==> config.mk <==
export PLATFORM = sky130hd
export DESIGN_NAME = rs232_burst_loader
export DESIGN_NICKNAME = d
export VERILOG_FILES = /design/src/rtl/rs232_loader_pkg.sv /design/src/rtl/rs232_byte_packer.sv /design/src/rtl/rs232_burst_loader.sv
export SDC_FILE = /design/constraint.sdc
export NUM_CORES = 1
export LEC_CHECK = 0
export BUFFER_PORTS_ARGS = -buffer_cell sky130_fd_sc_hd__buf_4
export CORE_MARGIN = 2
export CORE_UTILIZATION = 60
export CTS_BUF_LIST = sky130_fd_sc_hd__clkbuf_8 sky130_fd_sc_hd__clkbuf_16
export DETAILED_ROUTE_END_ITERATION = 8
export PLACE_DENSITY_LB_ADDON = 0.12
export SETUP_SLACK_MARGIN = 0.1
export SLEW_MARGIN = 40
export SYNTH_ARGS = -nofsm -noshare
export SYNTH_HDL_FRONTEND = slang
export SYNTH_SLANG_ARGS = --single-unit
==> constraint.sdc <==
create_clock -name clk -period 2.81 [get_ports clk]
set_input_delay 0.7025 -clock clk [delete_from_list [all_inputs] [get_ports clk]]
set_output_delay 0.7025 -clock clk [all_outputs]
set_load 0.02 [all_outputs]
==> src/rtl/rs232_loader_pkg.sv <==
// rtl/rs232_loader_pkg.sv - shared states and protocol constants for the RS232 burst loader
// CSUM state exists only when RS232_LOADER_CHECKSUM_EN is defined.
package rs232_loader_pkg;

  typedef enum logic [2:0] {
    IDLE,
    ADDR,
    LEN,
    DATA,
    WRITE,
`ifdef RS232_LOADER_CHECKSUM_EN
    CSUM,
`endif
    ACK
  } state_e;

  localparam logic [7:0] CMD_WRITE = 8'h57;
  localparam logic [7:0] ACK_OK    = 8'hA5;
  localparam logic [7:0] ACK_ERR   = 8'h5A;

endpackage

==> src/rtl/rs232_byte_packer.sv <==
// rtl/rs232_byte_packer.sv - shifts NBYTES bytes in MSB-first, flags the final byte
module rs232_byte_packer #(
  parameter int NBYTES = 4
) (
  input  logic                  clk,
  input  logic                  rst_n,
  input  logic                  shift,
  input  logic [7:0]            din,
  output logic [8*NBYTES-1:0]   data,
  output logic                  done
);

  localparam int CW = (NBYTES > 1) ? $clog2(NBYTES) : 1;
  localparam logic [CW-1:0] LAST = CW'(NBYTES - 1);

  logic [CW-1:0]         cnt_q, cnt_d;
  logic [8*NBYTES-1:0]   data_q, data_d;
  logic [8*NBYTES+7:0]   shifted;

  // done is combinational so the caller can change state on the same edge the last byte lands
  always_comb begin
    shifted = {data_q, din};
    data_d  = data_q;
    cnt_d   = cnt_q;
    done    = 1'b0;
    if (shift) begin
      data_d = shifted[8*NBYTES-1:0];
      if (cnt_q == LAST) begin
        cnt_d = '0;
        done  = 1'b1;
      end else begin
        cnt_d = cnt_q + 1'b1;
      end
    end
  end

  always_ff @(posedge clk or negedge rst_n) begin
    if (!rst_n) begin
      cnt_q  <= '0;
      data_q <= '0;
    end else begin
      cnt_q  <= cnt_d;
      data_q <= data_d;
    end
  end

  assign data = data_q;

endmodule

==> src/rtl/rs232_burst_loader.sv <==
// rtl/rs232_burst_loader.sv - UART command parser issuing burst memory writes and an ack byte
// Optional running-XOR checksum stage enabled by RS232_LOADER_CHECKSUM_EN.
module rs232_burst_loader
  import rs232_loader_pkg::*;
#(
  parameter int DATA_BYTES = 4,
  parameter int ADDR_BYTES = 4,
  parameter int PTR_W      = 3
) (
  input  logic                    clk,
  input  logic                    rst,
  input  logic                    enable,
  output logic [7:0]              oInfobyte,
  output logic [8*DATA_BYTES-1:0] dout,
  output logic [8*ADDR_BYTES-1:0] addr_out,
  output logic                    we,
  output logic [7:0]              iData_RS232,
  output logic                    WriteEnable_RS232,
  input  logic                    oWrBuffer_full_RS232,
  input  logic [7:0]              oData_RS232,
  output logic [PTR_W-1:0]        read_addr_RS232,
  input  logic [PTR_W-1:0]        rx_addr_RS232
);

  localparam int AW = 8*ADDR_BYTES;
  localparam int DW = 8*DATA_BYTES;

  state_e            state_q, state_d;
  logic [PTR_W-1:0]  rd_ptr_q, rd_ptr_d;
  logic [AW-1:0]     addr_q, addr_d;
  logic [8:0]        cnt_q, cnt_d;
  logic [5:0]        burst_q, burst_d;
  logic              consume, addr_done, data_done;
  logic [AW-1:0]     addr_pk;
  logic [DW-1:0]     data_pk;
  logic              csum_err;
`ifdef RS232_LOADER_CHECKSUM_EN
  logic [7:0]        xor_q, xor_d;
  logic              err_q, err_d;
  assign csum_err = err_q;
`else
  assign csum_err = 1'b0;
`endif

  always_comb begin
    consume = 1'b0;
    if (enable && (rd_ptr_q != rx_addr_RS232)) begin
      case (state_q)
        IDLE, ADDR, LEN, DATA: consume = 1'b1;
`ifdef RS232_LOADER_CHECKSUM_EN
        CSUM:                  consume = 1'b1;
`endif
        default:               consume = 1'b0;
      endcase
    end
  end

  rs232_byte_packer #(.NBYTES(ADDR_BYTES)) u_addr_pk (
    .clk(clk), .rst_n(rst), .shift(consume && (state_q == ADDR)),
    .din(oData_RS232), .data(addr_pk), .done(addr_done)
  );

  rs232_byte_packer #(.NBYTES(DATA_BYTES)) u_data_pk (
    .clk(clk), .rst_n(rst), .shift(consume && (state_q == DATA)),
    .din(oData_RS232), .data(data_pk), .done(data_done)
  );

  always_ff @(posedge clk or negedge rst) begin
    if (!rst) begin
      state_q  <= IDLE;
      rd_ptr_q <= '0;
      addr_q   <= '0;
      cnt_q    <= '0;
      burst_q  <= '0;
`ifdef RS232_LOADER_CHECKSUM_EN
      xor_q    <= '0;
      err_q    <= 1'b0;
`endif
    end else begin
      state_q  <= state_d;
      rd_ptr_q <= rd_ptr_d;
      addr_q   <= addr_d;
      cnt_q    <= cnt_d;
      burst_q  <= burst_d;
`ifdef RS232_LOADER_CHECKSUM_EN
      xor_q    <= xor_d;
      err_q    <= err_d;
`endif
    end
  end

  always_comb begin
    state_d  = state_q;
    rd_ptr_d = rd_ptr_q + PTR_W'(consume);
    addr_d   = addr_q;
    cnt_d    = cnt_q;
    burst_d  = burst_q;
`ifdef RS232_LOADER_CHECKSUM_EN
    xor_d    = xor_q;
    err_d    = err_q;
    if (consume && (state_q != IDLE) && (state_q != CSUM)) xor_d = xor_q ^ oData_RS232;
`endif
    case (state_q)
      IDLE: if (consume && (oData_RS232 == CMD_WRITE)) begin
        state_d = ADDR;
`ifdef RS232_LOADER_CHECKSUM_EN
        xor_d   = CMD_WRITE;
`endif
      end
      ADDR: if (addr_done) state_d = LEN;
      // the address packer is complete by now; latch it so WRITE can increment a private copy
      LEN: if (consume) begin
        addr_d  = addr_pk;
        cnt_d   = (oData_RS232 == 8'h00) ? 9'd256 : {1'b0, oData_RS232};
        state_d = DATA;
      end
      DATA: if (data_done) state_d = WRITE;
      WRITE: if (enable) begin
        addr_d = addr_q + 1'b1;
        cnt_d  = cnt_q - 9'd1;
`ifdef RS232_LOADER_CHECKSUM_EN
        state_d = (cnt_q == 9'd1) ? CSUM : DATA;
`else
        state_d = (cnt_q == 9'd1) ? ACK : DATA;
`endif
      end
`ifdef RS232_LOADER_CHECKSUM_EN
      CSUM: if (consume) begin
        err_d   = (oData_RS232 != xor_q);
        state_d = ACK;
      end
`endif
      ACK: if (enable && !oWrBuffer_full_RS232) begin
        burst_d = burst_q + 6'd1;
        state_d = IDLE;
      end
      default: state_d = IDLE;
    endcase
  end

  always_comb begin
    we                = (state_q == WRITE) && enable;
    WriteEnable_RS232 = (state_q == ACK) && enable && !oWrBuffer_full_RS232;
    iData_RS232       = 8'h00;
    if (state_q == ACK) iData_RS232 = csum_err ? ACK_ERR : ACK_OK;
    oInfobyte         = {(state_q != IDLE), csum_err, burst_q};
    dout              = data_pk;
    addr_out          = addr_q;
    read_addr_RS232   = rd_ptr_q;
  end

endmodule

Word level (Yosys, flattened, before mapping) --
Index checks and enable logic that the tools add are counted.
Word-level totals: logic and storage cells 72, register bits 121, output and inout bits 85, bits of input ports 15
Cells by class: reduce and logical (&&, ||, !) cells 17, equal/unequal tests 16, muxes and demuxes 24, add/subtract/negate cells 6
Operators by type and width (count):
- 2-to-1 mux 32 bit | 2
- case mux 32 bit (2 select lines) | 1
- adder 32 x 1 -> 32 bit, second input constant | 1
- 2-to-1 mux 9 bit | 3
- 2-to-1 mux 3 bit | 7
- case mux 3 bit (6 select lines) | 1
- case mux 9 bit (2 select lines) | 1
- inequality test 2 bit, second input constant | 6
- == test 9 x 1 -> 1 bit, second input constant | 1
- subtractor 9 x 1 -> 9 bit, second input constant | 1
- == test 8 x 7 -> 1 bit, second input constant | 1
- logical AND 1 bit | 8
- logical NOT 8 bit | 1
- 2-to-1 mux 8 bit | 1
- adder 6 x 1 -> 6 bit, second input constant | 1
- == test 3 x 2 -> 1 bit, second input constant | 2
- == test 3 bit, second input constant | 2
- 2-to-1 mux 1 bit | 6
- AND reduction 6 bit | 1
- adder 2 x 1 -> 2 bit, second input constant | 2
- == test 2 bit, second input constant | 2
- 2-to-1 mux 2 bit | 2
- OR reduction 4 bit | 1
- adder 3 x 1 -> 3 bit | 1
- 8 further kinds | 8

Longest topological paths before layout --
word-level depth 8, gate-level depth with buffers 8, mapped depth without buffers 6

Hierarchy --
From an unflattened synthesis, not the netlist that was laid out.
Second synthesis, totals: cell total of the unflattened synthesis 530, area, all modules 6213.5 sq um
By module, submodules not included:
- rs232_burst_loader | instances 1, area an instance 3355.7 sq um, cells an instance 380
- rs232_byte_packer | instances 2, area an instance 1428.9 sq um, cells an instance 75

Least setup slack after synthesis --
Ideal clock, no wire load.
path type input port to flip-flop, start point input port rx_addr_RS232[0], end point register u_data_pk.data_q[13], in the netlist u_data_pk.data[13], arrival time 1982 ps, data required time 2685 ps, setup slack 704 ps, stages on the path 6, path through xor2_2 -> o31ai_4 -> nor2_1 -> nand2_2 -> buf_6 -> mux2_2
Between the ends: word-level cells in the longest chain between the ends 4
Ends and longest elaborated chain:
- start, declared | line rs232_burst_loader.sv:22 | input logic [PTR_W-1:0] rx_addr_RS232
- inequality test 3 bit | line rs232_burst_loader.sv:47 | if (enable && (rd_ptr_q != rx_addr_RS232)) begin
- logical AND 1 bit | line rs232_burst_loader.sv:47
- 2-to-1 mux 1 bit | line rs232_burst_loader.sv:47
- logical AND 1 bit | line rs232_burst_loader.sv:64 | .clk(clk), .rst_n(rst), .shift(consume && (state_q == DATA)),
- end signal, assigned | line rs232_byte_packer.sv:43 | data_q <= data_d;
- end, declared | line rs232_byte_packer.sv:17 | logic [8*NBYTES-1:0] data_q, data_d;
No other way between the ends. A chain may end at the register's enable or synchronous reset.

Worst setup path in the final report --
start point register state_q[1], end point output port WriteEnable_RS232
Between the ends: word-level cells in the longest chain between the ends 3
Ends and longest elaborated chain:
- start, declared | line rs232_burst_loader.sv:28 | state_e state_q, state_d;
- start signal, assigned | line rs232_burst_loader.sv:80 | state_q <= state_d;
- == test 3 bit | line rs232_burst_loader.sv:143 | WriteEnable_RS232 = (state_q == ACK) && enable && !oWrBuffer_full_RS232;
- logical AND 1 bit (2 in a row) | line rs232_burst_loader.sv:143
- end, declared | line rs232_burst_loader.sv:18 | output logic WriteEnable_RS232,
No other way between the ends.

==> out/summary.txt <==
Reg2reg setup slack: 0.68 ns
Largest cells by area after synthesis: dfrtp_1 (50%), mux2_2 (8.0%), mux2_1 (4.9%), a21oi_1 (3.3%), o21ai_0 (2.6%)
# clock sinks: 121
Slew at the pin closest to its max-slew limit: 0.539 ns
IO Count: 100
Psw: 0.00343 W
Minimum clock period after layout: 2.61 ns
Slew Limit Headroom: 64.1%
Root buffer cell: clkbuf_8
Inserted Clock Buffers: 17
Clk pwr share: 22.6%
Drt pass-1 iters: 5
Final net count: 653
Worst EP arrival: 1.90 ns
Share of synthesized registers carrying an async set or reset: 100%
Share of layout cells above drive strength 1: 30.0%
Dominant register cell in the synthesized netlist: dfrtp_1
Leakage power figure: 3.31 nW
Starting Density: 61.6%
Fraction of the cycle the final worst path needs: 92.8%
Count of final hold-check violations: 0
Post-Syn Instances: 544
Mapped Avg Cell Area: 11.1 um2
Number of filler cells placed in the layout: 647
Area added between synthesis and finish: 22.0%
Unrepaired setup endpoints after global routing: false
Fraction of the yosys area taken by sequential cells: 50.3%
Largest buffer count on any clock path: 2
Result of the run: complete, no violations
Maximum level of the CTS H-tree: 4
All-Layer GR Usage: 27.5%
Die Area: 10,900 um2
Final-layout worst hold slack: 0.165 ns
Worst path required time: 2.11 ns
Final HPWL DP: 9.24 mm
Relative contribution of sequential cells to total power: 38.9%
Max capacitance violation total: 0
Clock slew at the register clock pins of the worst setup and hold paths: 0.06 ns
ANT nets after route: 0
Combinational fraction of design power: 38.5%
Die Ht: 104 um
Cell area after technology mapping: 6020 um2
Post-route clock skew: 0.00908 ns
Number of global-route vias before repair: 4,781
Number of max-slew violations in the final report: 0
Power Density: 1200 nW/um2
Total of flip-flops plus latches after synthesis: 121
Number of input and output port buffers inserted: 94
EDFF count, synth: 0
Final sum of negative setup slack: 0 ns
Warning count from the yosys run: 0
Row Count: 36
Type of the tightest min-delay check: primary input to asynchronous set/reset pin
Number of cells on the worst reg-to-reg path: 6
Crit Reg-Reg Endpoint: addr_out[22]
Post-synth top area share: 50.3%
Crit path max fanout: 18
Worst reg2reg startpoint: addr_out[0]
Crit Path Class: register to primary output
Routed length per instance: 18.3 um
Worst setup EP type: primary output
Clock tree from TritonCTS: built
Global-route wire length before repair: 23.9 mm
Critical Path Source: state_q[1]
Yosys top cell by area: dfrtp_1
Proportion of total power due to net switching: 38.9%
WL final: 14.2 mm
Source-to-sink clock delay at the later pin of the worst-skew pair: 0.52 ns
Die extent in x: 104 um
Number of setup buffers added after CTS: 0
Maximum number of pins on one net before global-route repair: 61
Library cells used by synthesis: 63
Number of design-rule violations left by the first detailed-router iteration: 415
Sort of element at the start of the critical path: register
Total core area: 9770 um2
GRT overflow: 0
Timing-limited maximum frequency: 384 MHz
Via count normalized by instance count: 6.19
Number of vias in the routed layout: 4,800
Worst-case vdd ir drop: 680 uV
Internal power of the cells: 0.00540 W
Number of antenna violations at the first check in global routing: 0
ANT cells: 0
Weighted congestion at the end of routability-driven global placement: 0.872
Number of setup violations in the final report: 0
Drc violations: 0
[metal layers]
layer	track usage, %	share of wire [%]	vias to the layer above
li1	-	-	2190
met1	37.5	43	2367
met2	43.8	50	212
met3	5.76	6.2	31
met4	10.0	1.6	0
met5	0	0	-
[worst max-delay path: stages (launching register included)]
cell,delay (ns)
dfrtp_2,0.53
nand2b_2,0.31
nor3_4,0.34
buf_4,0.21
[placed cells by master (no fill, tap or decap), types with 4 or more instances in the layout]
cell type   count
and3_1          9
nand3_1        16
and4_1          9
o22ai_1        10
dfrtp_1       120
nor3_1         10
o21ai_0        31
clkbuf_16      16
mux2_2         43
mux2_1         26
nand4_1         8
nand2_1        32
o22a_1          5
conb_1          5
a2bb2oi_1      15
a31oi_1         7
clkinvlp_4      5
buf_12          5
and2_1          5
a211oi_1        4
nand2b_1        5
buf_4         100
nor2_1         32
a21oi_1        40
ha_1            8
nor2b_1         4
inv_1           6
[flip-flops by register name, summed over array words and instances, names as in the netlist]
name	flops
addr_out	32
burst_q	6
cnt_q	9
read_addr_RS232	3
state_q	3
u_addr_pk.cnt_q	2
u_addr_pk.data	32
u_data_pk.cnt_q	2
u_data_pk.data	32
[what timing repair did]
item,CTS,global route
resized for setup,1,0
endpoints found under the setup margin,1,0
hold buffers,0,0
[cells in the mapped netlist, types with 2 or more instances]
library cell and n:
or3_1 2, inv_1 5, and2_1 5, buf_6 4
nand2b_1 5, o221ai_1 2, and3_1 9, nor3_4 2
mux2i_1 2, and4_1 9, nor4_1 3, a21o_1 2
o22a_1 5, o21a_1 2, a21oi_1 40, mux2_2 43
a22o_1 3, o32ai_1 2, o32a_1 2, o21ai_0 31
xor2_2 3, o22ai_1 10, nor2_1 32, nand4_1 8
buf_1 2, or4_1 2, dfrtp_1 121, buf_2 14
xnor2_1 3, nand2_1 32, xor2_1 3, a2bb2oi_1 15
clkbuf_1 8, nor2b_1 4, mux2_1 26, a31oi_1 7
a311o_1 3, nor3_1 10, buf_4 14, a211oi_1 4
ha_1 8, nand3_1 16
[final cells by class]
cell class	instances	area (um2)	share of cell area [%]
Inverter	5	18.8	0.255
Timing Repair Buffer	105	851	11.6
Tap cell	133	166	2.26
Multi-Input combinational cell	380	2730	37.2
Sequential cell	121	3030	41.2
Clock buffer	18	428	5.82
Clock inverter	14	121	1.65
[logic make-up after synthesis]
family | count (synthesis) | synth area share [%]
simple gates | 146 | 13.1
compound gates | 141 | 15.4
flops | 121 | 50.3
mux | 71 | 13.2
buf+inv | 47 | 4.59
xor+xnor | 9 | 1.68
fa+ha+maj | 8 | 1.66
other cells | 1 | 0.0623
[metrics by stage]
step / power [W] / instances / area [um2] / worst slack (ns) / util (%)
2_1_floorplan: 0.00545 / 548 / 6040 / 0.704 / -
3_3_place_gp: 0.00666 / 744 / 6800 / 0.514 / 69.5
3_5_place_dp: 0.00681 / 744 / 6800 / 0.456 / 69.5
4_1_cts: 0.00885 / 776 / 7350 / 0.197 / 75.2
5_1_grt: 0.00934 / 776 / 7350 / 0.114 / 75.2
6_report: 0.00883 / 776 / 7350 / 0.204 / 75.2
[worst max path at each step]
| stage | slack, ns | endpoint | depth (start not counted) |
|---|---|---|---|
| after global placement | 0.51 | u_data_pk.data[3] | 7 |
| after CTS | 0.20 | WriteEnable_RS232 | 3 |
| after floorplan | 0.70 | u_data_pk.data[13] | 6 |
| after global routing | 0.11 | WriteEnable_RS232 | 3 |
| after detailed placement | 0.46 | u_data_pk.data[5] | 7 |
| final | 0.20 | WriteEnable_RS232 | 3 |
[power groups by stage]
stage               Combinational (W)  Clock, W  Sequential (W)
global placement              0.00328         0         0.00338
CTS                           0.00342   0.00202         0.00342
detailed placement            0.00338         0         0.00343
finish                        0.00340   0.00199         0.00344
floorplan                     0.00176         0         0.00369
global route                  0.00367   0.00210         0.00357
Power figures use the tool's default switching activity.
